==> config.mk <==
export PLATFORM = sky130hd
export DESIGN_NAME = plru_way_controller
export DESIGN_NICKNAME = d
export VERILOG_FILES = /design/src/rtl/plru_way_controller.sv
export SDC_FILE = /design/constraint.sdc
export NUM_CORES = 1
export LEC_CHECK = 0
export CAP_MARGIN = 20
export CORE_ASPECT_RATIO = 0.5
export CORE_UTILIZATION = 45
export CTS_CLUSTER_DIAMETER = 50
export DETAILED_ROUTE_END_ITERATION = 10
export PLACE_DENSITY = 0.67
export SLEW_MARGIN = 10
export SYNTH_ARGS = -nofsm -noshare
export SYNTH_HDL_FRONTEND = slang
export SYNTH_SLANG_ARGS = --single-unit
==> constraint.sdc <==
create_clock -name clk -period 4 [get_ports clk]
set_input_delay 0.6 -clock clk [delete_from_list [all_inputs] [get_ports clk]]
set_output_delay 0.6 -clock clk [all_outputs]
set_load 0.05 [all_outputs]
==> src/rtl/plru_way_controller.sv <==
// -----------------------------------------------------------------------------
// plru_way_controller
//
// Way-selection sequencer for one cache bank. A lookup result (set index,
// one-hot hit vector, invalid-way vector) is accepted over a valid/ready
// handshake. A hit is encoded to a way index. On a miss a victim is picked
// from per-set tree pseudo-LRU state. The chosen way is returned over a
// second valid/ready handshake.
//
// Each lookup walks a fixed four-state sequence:
//   IDLE   : req_ready=1, capture the request
//   READ   : fetch the PLRU bits of the captured set
//   DECIDE : encode/choose the way, write back the PLRU bits, load response
//   RESP   : resp_valid=1 until the consumer takes it
//
// Optional feature macro: PLRU_INVALID_FIRST_EN
//   defined   - a miss with any invalid way picks the lowest-index invalid way
//   undefined - req_invalid_vec is ignored, a miss always takes the PLRU victim
//
// Ports:
//   clk             in   clock, rising edge
//   reset           in   synchronous active-high reset
//   req_valid       in   lookup request present
//   req_ready       out  block can accept a request (IDLE only)
//   req_set         in   [SET_W-1:0] set index
//   req_hit_vec     in   [WAYS-1:0]  tag-match vector (all zero = miss)
//   req_invalid_vec in   [WAYS-1:0]  ways holding no valid line
//   resp_valid      out  response present
//   resp_ready      in   consumer accepts response
//   resp_hit        out  1 = hit, 0 = miss (victim returned)
//   resp_way        out  [WAY_W-1:0] hit way or victim way
//   resp_error      out  hit vector had more than one bit set
//
// Tree layout: node n (1..WAYS-1) is stored at bit n of a WAYS-bit vector;
// bit 0 is unused and always held at 0. Node n has children 2n and 2n+1.
// A node bit of 0 steers the victim toward the lower-index half.
// -----------------------------------------------------------------------------
module plru_way_controller #(
    parameter int WAYS = 8,
    parameter int SETS = 16,
    localparam int SET_W = (SETS > 1) ? $clog2(SETS) : 1,
    localparam int WAY_W = $clog2(WAYS)
) (
    input  logic             clk,
    input  logic             reset,
    input  logic             req_valid,
    output logic             req_ready,
    input  logic [SET_W-1:0] req_set,
    input  logic [WAYS-1:0]  req_hit_vec,
    input  logic [WAYS-1:0]  req_invalid_vec,
    output logic             resp_valid,
    input  logic             resp_ready,
    output logic             resp_hit,
    output logic [WAY_W-1:0] resp_way,
    output logic             resp_error
);

    typedef enum logic [1:0] {
        ST_IDLE   = 2'd0,
        ST_READ   = 2'd1,
        ST_DECIDE = 2'd2,
        ST_RESP   = 2'd3
    } state_t;

    // ------------------------------------------------------------------
    // Helper functions
    // ------------------------------------------------------------------

    // Index of the lowest set bit; 0 when the vector is empty.
    function automatic logic [WAY_W-1:0] lowest_idx(input logic [WAYS-1:0] v);
        logic [WAYS-1:0]  vv;
        logic [WAY_W-1:0] cnt;
        logic             found;
        lowest_idx = '0;
        vv         = v;
        cnt        = '0;
        found      = 1'b0;
        for (int i = 0; i < WAYS; i++) begin
            if (!found && vv[0]) begin
                lowest_idx = cnt;
                found      = 1'b1;
            end else begin
                found = found;
            end
            vv  = vv >> 1;
            cnt = cnt + WAY_W'(1);
        end
    endfunction

    // True when more than one bit is set.
    function automatic logic is_multi_hot(input logic [WAYS-1:0] v);
        is_multi_hot = ((v & (v - WAYS'(1))) != '0);
    endfunction

    // Walk from the root following each node bit down to a leaf. The way
    // index is assembled MSB first from the bits taken along the path.
    function automatic logic [WAY_W-1:0] plru_victim(input logic [WAYS-1:0] t);
        logic [WAY_W-1:0] node;
        logic [WAY_W-1:0] way;
        logic             b;
        node = WAY_W'(1);
        way  = '0;
        for (int l = 0; l < WAY_W; l++) begin
            b    = t[node];
            way  = WAY_W'({way, b});
            node = WAY_W'({node, b});
        end
        plru_victim = way;
    endfunction

    // Point every node on the path to way w away from it: a node gets 1
    // when w lies in its lower half, 0 when it lies in its upper half.
    function automatic logic [WAYS-1:0] plru_update(input logic [WAYS-1:0]  t,
                                                    input logic [WAY_W-1:0] w);
        logic [WAY_W-1:0] node;
        logic [WAY_W-1:0] ws;
        logic             dir;
        plru_update = t;
        node        = WAY_W'(1);
        ws          = w;
        for (int l = 0; l < WAY_W; l++) begin
            dir               = ws[WAY_W-1];
            plru_update[node] = ~dir;
            node              = WAY_W'({node, dir});
            ws                = ws << 1;
        end
        plru_update[0] = 1'b0;
    endfunction

    // ------------------------------------------------------------------
    // State
    // ------------------------------------------------------------------
    state_t             state_r;
    state_t             state_nxt_s;
    logic [SET_W-1:0]   set_r;
    logic [WAYS-1:0]    hit_vec_r;
    logic [WAYS-1:0]    work_r;
    logic [WAYS-1:0]    plru_r [SETS];
    logic               req_ready_r;
    logic               resp_valid_r;
    logic               resp_hit_r;
    logic [WAY_W-1:0]   resp_way_r;
    logic               resp_error_r;

    logic               hit_any_s;
    logic               multi_s;
    logic [WAY_W-1:0]   hit_way_s;
    logic [WAY_W-1:0]   victim_s;
    logic [WAY_W-1:0]   miss_way_s;
    logic [WAY_W-1:0]   chosen_way_s;
    logic               do_update_s;
    logic [WAYS-1:0]    new_bits_s;

`ifdef PLRU_INVALID_FIRST_EN
    logic [WAYS-1:0]    inv_vec_r;
`else
    // The invalid-way vector has no effect in this build.
    logic               unused_inv_s;
    assign unused_inv_s = ^req_invalid_vec;
`endif

    // Next-state decode for the lookup sequence.
    always_comb begin
        state_nxt_s = state_r;
        case (state_r)
            ST_IDLE: begin
                if (req_valid && req_ready_r) begin
                    state_nxt_s = ST_READ;
                end else begin
                    state_nxt_s = ST_IDLE;
                end
            end
            ST_READ:   state_nxt_s = ST_DECIDE;
            ST_DECIDE: state_nxt_s = ST_RESP;
            ST_RESP: begin
                if (resp_ready) begin
                    state_nxt_s = ST_IDLE;
                end else begin
                    state_nxt_s = ST_RESP;
                end
            end
            default:   state_nxt_s = ST_IDLE;
        endcase
    end

    // Way selection from the captured vectors and the fetched PLRU bits.
    always_comb begin
        hit_any_s = |hit_vec_r;
        multi_s   = is_multi_hot(hit_vec_r);
        hit_way_s = lowest_idx(hit_vec_r);
        victim_s  = plru_victim(work_r);
`ifdef PLRU_INVALID_FIRST_EN
        if (|inv_vec_r) begin
            miss_way_s = lowest_idx(inv_vec_r);
        end else begin
            miss_way_s = victim_s;
        end
`else
        miss_way_s = victim_s;
`endif
        chosen_way_s = hit_any_s ? hit_way_s : miss_way_s;
        // A multi-hot hit is an upstream fault; leave the tree untouched.
        do_update_s  = !(hit_any_s && multi_s);
        new_bits_s   = plru_update(work_r, chosen_way_s);
    end

    // FSM state, request capture, working copy and response registers.
    always_ff @(posedge clk) begin
        if (reset) begin
            state_r      <= ST_IDLE;
            set_r        <= '0;
            hit_vec_r    <= '0;
`ifdef PLRU_INVALID_FIRST_EN
            inv_vec_r    <= '0;
`endif
            work_r       <= '0;
            req_ready_r  <= 1'b1;
            resp_valid_r <= 1'b0;
            resp_hit_r   <= 1'b0;
            resp_way_r   <= '0;
            resp_error_r <= 1'b0;
        end else begin
            state_r      <= state_nxt_s;
            // Handshake outputs are registered copies of the next state.
            req_ready_r  <= (state_nxt_s == ST_IDLE);
            resp_valid_r <= (state_nxt_s == ST_RESP);
            if (state_r == ST_IDLE && req_valid && req_ready_r) begin
                set_r     <= req_set;
                hit_vec_r <= req_hit_vec;
`ifdef PLRU_INVALID_FIRST_EN
                inv_vec_r <= req_invalid_vec;
`endif
            end else begin
                set_r     <= set_r;
            end
            if (state_r == ST_READ) begin
                work_r <= plru_r[set_r];
            end else begin
                work_r <= work_r;
            end
            if (state_r == ST_DECIDE) begin
                resp_hit_r   <= hit_any_s;
                resp_way_r   <= chosen_way_s;
                resp_error_r <= hit_any_s && multi_s;
            end else begin
                resp_hit_r   <= resp_hit_r;
            end
        end
    end

    // Per-set PLRU storage; written once per lookup in DECIDE.
    always_ff @(posedge clk) begin
        if (reset) begin
            for (int i = 0; i < SETS; i++) begin
                plru_r[i] <= '0;
            end
        end else begin
            if (state_r == ST_DECIDE && do_update_s) begin
                plru_r[set_r] <= new_bits_s;
            end else begin
                plru_r[set_r] <= plru_r[set_r];
            end
        end
    end

    assign req_ready  = req_ready_r;
    assign resp_valid = resp_valid_r;
    assign resp_hit   = resp_hit_r;
    assign resp_way   = resp_way_r;
    assign resp_error = resp_error_r;

endmodule

; ---- Word-level counts from Yosys, hierarchy flattened
; Memory sizes are Yosys's and may differ from the RTL's. A register that Yosys moved wholly into a read port is not among the register bits.
; Cells that the tools add are included.
; Widths: inputs -> output; s select.
[word_totals]
reg_bits = 29
ramBits = 128
in_bits = 24
out_inout_bits = 7
n_memories = 1
[mem_list]
columns = memory, depth, width, read_ports, rd_ports_with_merged_regs, write_ports, line
row1 = plru_r, 16, 8, 1, 1, 16, 138  ; logic [WAYS-1:0] plru_r [SETS];
[op_classes]
addsub = 1
order_cmp = 6
eq_ne = 4
n_mux = 42
n_bitwise = 5
reduce_logical = 27
[op_table]
columns = cell, n
row1 = $mux 1, 23
row2 = $mux 3, 7
row3 = $bwmux 8, 2
row4 = $mux 8, 2
row5 = $reduce_or 8->1, 2
row6 = $logic_and 1x1->1, 14
row7 = $mux 4, 3
row8 = $and 8x8->8, 1
row9 = $logic_not 1->1, 8
row10 = $lt 2x4->1 const B, 2
row11 = $lt 3x4->1 const B, 2
row12 = $pmux 2 s4, 1
row13 = $reduce_bool 8->1, 1
row14 = $sub 8x1->8 const B, 1
row15 = $eq 2x2->1 const B, 3
row16 = $logic_not 2->1, 2
row17 = $ge 3x1->1 const B, 1
row18 = $not 1->1, 3
row19 = $bmux 1 s2, 1
row20 = $demux 1 s2, 1
row21 = $eq 2x1->1 const B, 1
row22 = $ge 2x1->1 const B, 1
row23 = $mux 2, 1
row24 = $demux 1 s1, 1
row25 = $or 1x1->1, 1

; ---- Depth between registers and ports, before layout
[logic_depth]
ltp_word = 31
ltp_mapped = 8

; ---- Least setup slack after synthesis
; No wires, ideal clock.
[synth_timing]
kind = reg-to-reg
start = register (tool-made name)
end = memory plru_r[11][4] (data pin)
setup_ns = 0.262
arrival_ns = 2.115
path_slack_ns = 1.623
path_stages_with_launch = 9
period_less_slack_ns = 2.377
path_cell_list = dfxtp_1 clkbuf_1 clkbuf_1 mux4_2 a221oi_1 nor3_1 a31oi_4 buf_6 nor2_1
[synth_rtl]
columns = element, line
row1 = to (decl), 138

==> results.json <==
{
  "ys.flop_type": "edfxtp_1",
  "drc": 0,
  "start_kind": "register",
  "vias": 4095,
  "area_delta_synth_final_pct": 14.53,
  "num_rows": 30,
  "min_path_cells": 2,
  "clock_latency_ns": 0.41,
  "htreeDepth": 4,
  "ctsHoldBuffers": 0,
  "min_path_type": "reg2reg",
  "maxCapViolCount": 0,
  "io-pin-count": 31,
  "synthTopCellsByArea": "edfxtp_1 52%, dfxtp_1 9.9%, mux4_2 9.8%, nor2_1 7.7%, nand2_1 2.6%",
  "ctsLongestPathBuffers": 2,
  "grt_setup_unrepaired": "no",
  "synth_top_area_share_pct": 52.13,
  "stdcell_area_um2": 7388,
  "netlist_area_um2": 6451,
  "cts_root_buf": "clkbuf_16",
  "cts_setup_buffers": 0,
  "gp_congestion": 0.7698,
  "worstSetupPathType": "reg2reg",
  "wl_per_cell_um": 19.35,
  "drv_slew": 0,
  "grt_max_degree": 31,
  "grt_pass1_wl_um": 22090,
  "ys_ff_latch": 144,
  "setup_tns_ns": 0,
  "worst_slew_pin_slew_ns": 0.8211,
  "hpwl_um": 9470,
  "status": "complete, no violations",
  "initial_core_util_pct": 46.83,
  "ys_seq_area_share_pct": 62.06,
  "drt-vias-per-instance": 5.579,
  "worst_r2r_path_depth": 6,
  "fmax_ghz": 0.3322,
  "io_buffers": 22,
  "period_minus_slack_ns": 3.010,
  "synth_fp_nets": 531,
  "wl_um": 14200,
  "p_per_area_nw_per_um2": 573.2,
  "vdd_drop_max_mv": 0.2407,
  "antenna_cells": 0,
  "critPathRequiredTime_ns": 4.13,
  "critPathCaptureType": "register",
  "dieArea_um2": 14850,
  "yosysMostFrequentCell": "nor2_1",
  "clkTransAtPathRegs_ns": 0.06,
  "yosysTopAreaCell": "edfxtp_1",
  "placedInstanceArea_um2": 6810,
  "synth_edf_count": 112,
  "avgSynthCellArea_um2": 12.72,
  "antenna_found_initial": 0,
  "power.leakage_uw": 0.002549,
  "arrival_ns": 3.14,
  "drive_gt1_share_pct": 14.58,
  "relSlewSlack_pct": 45.14,
  "min_from": "resp_hit$_SDFFE_PP0N_",
  "ant_nets": 0,
  "nets": 553,
  "finalSetupViolCount": 0,
  "crit_fanout": 16,
  "yosys-top-cells-count": "133 x nor2_1, 112 x edfxtp_1, 44 x nand2_1",
  "yosysUniqueCellTypes": 48,
  "numCtsBuffers": 17,
  "cts_resized": 0,
  "cts_tree": "built",
  "yosysWarnings": 0,
  "grtUsageTotal_pct": 20.61,
  "drtPass1Iterations": 5,
  "grt_overflow_total": 0,
  "ys_async_sr_fraction_pct": 0,
  "clock_sinks": 144,
  "hold_viol_final": 0,
  "drt_iter0_markers": 418,
  "syn_inst": 507,
  "first_global_vias": 3939,
  "die_w_um": 171.3,
  "core_um2": 13780,
  "period_share_pct": 75.26,
  "fp.dieH_um": 86.67,
  "finalClockSkew_ns": 0.009803
}
-- cell usage in the layout (no fill, tap or decap), types with 4 or more instances in the layout --
master,instances
clkbuf_16,17
nand2_1,44
nand3_1,5
mux2i_1,12
nor2b_1,12
clkdlybuf4s50_1,21
edfxtp_1,112
mux2i_4,4
inv_1,4
a21oi_1,22
clkinv_2,4
a22oi_1,4
dfxtp_1,31
mux4_2,28
buf_4,5
nand2b_1,20
nor2_1,133
nor3_1,6
-- path summary, 6_finish.rpt --
path	to	slack (ns)
setup / recovery	plru_r[0][2]$_SDFFCE_PN0P_	0.99
hold / removal	resp_hit$_SDFFE_PP0N_	0.49
setup reg to reg	plru_r[0][2]$_SDFFCE_PN0P_	0.99
hold reg to reg	resp_hit$_SDFFE_PP0N_	0.49
-- cell type report --
type	instances	area, um^2
Multi-Input combinational cell	335	2297
Timing Repair Buffer	27	252.7
Fill cell	1110	6387
Clock buffer	20	436.7
Clock inverter	12	141.4
Sequential cell	144	4005
Inverter	4	15.01
Tap cell	192	240.2
-- layer usage --
metal	up-vias	GRT usage (%)	wire length, um
li1	1895	-	-
met1	2067	26.83	6136
met2	122	34.92	7104
met3	11	4.384	816
met4	0	6.412	146
met5	-	0	0
-- cells by family after synthesis --
logic type                 count (synthesis)  share of synthesized area, %
adders and majority gates                  1                        0.1552
and+or+nand+nor                          239                         16.51
DFF                                      144                         62.06
buffers and inverters                     28                         2.327
AOI/OAI and AO/OA                         48                         5.276
muxes                                     47                         13.67
-- metrics by stage --
| step | total power, uW | worst slack, ns | utilization, % | cells | hold slack [ns] |
|---|---|---|---|---|---|
| after global routing | 4400 | 0.7453 | 53.63 | 734 | 0.5285 |
| after floorplan | 2484 | 1.623 | - | 507 | 0.4675 |
| after detailed placement | 2696 | 1.004 | 49.44 | 702 | 0.4860 |
| final | 4235 | 0.9897 | 53.63 | 734 | 0.4932 |
| after CTS | 4250 | 0.9900 | 53.63 | 734 | 0.5002 |
| after global placement | 2678 | 1.084 | 49.44 | 702 | 0.4690 |
-- flip-flops by register name, summed over array words and instances (netlist names), named ones only --
register and count:
set_r 4, hit_vec_r 8, plru_r 112, resp_hit 1, resp_error 1, resp_way 3, resp_valid 1, state_r 2
work_r 7, req_ready 1
-- power by group --
group          internal, uW  switching (uW)
Sequential             1720            76.4
Clock                   974             589
Combinational           309             566
-- critical path, stage by stage, from the launching register on --
cell and delay, ns:
dfxtp_2 0.63, buf_4 0.31, mux4_2 0.55, a22oi_1 0.38, nand2_1 0.19, mux2i_4 0.57, nor2_1 0.09
(Power assumes the default switching activity.)
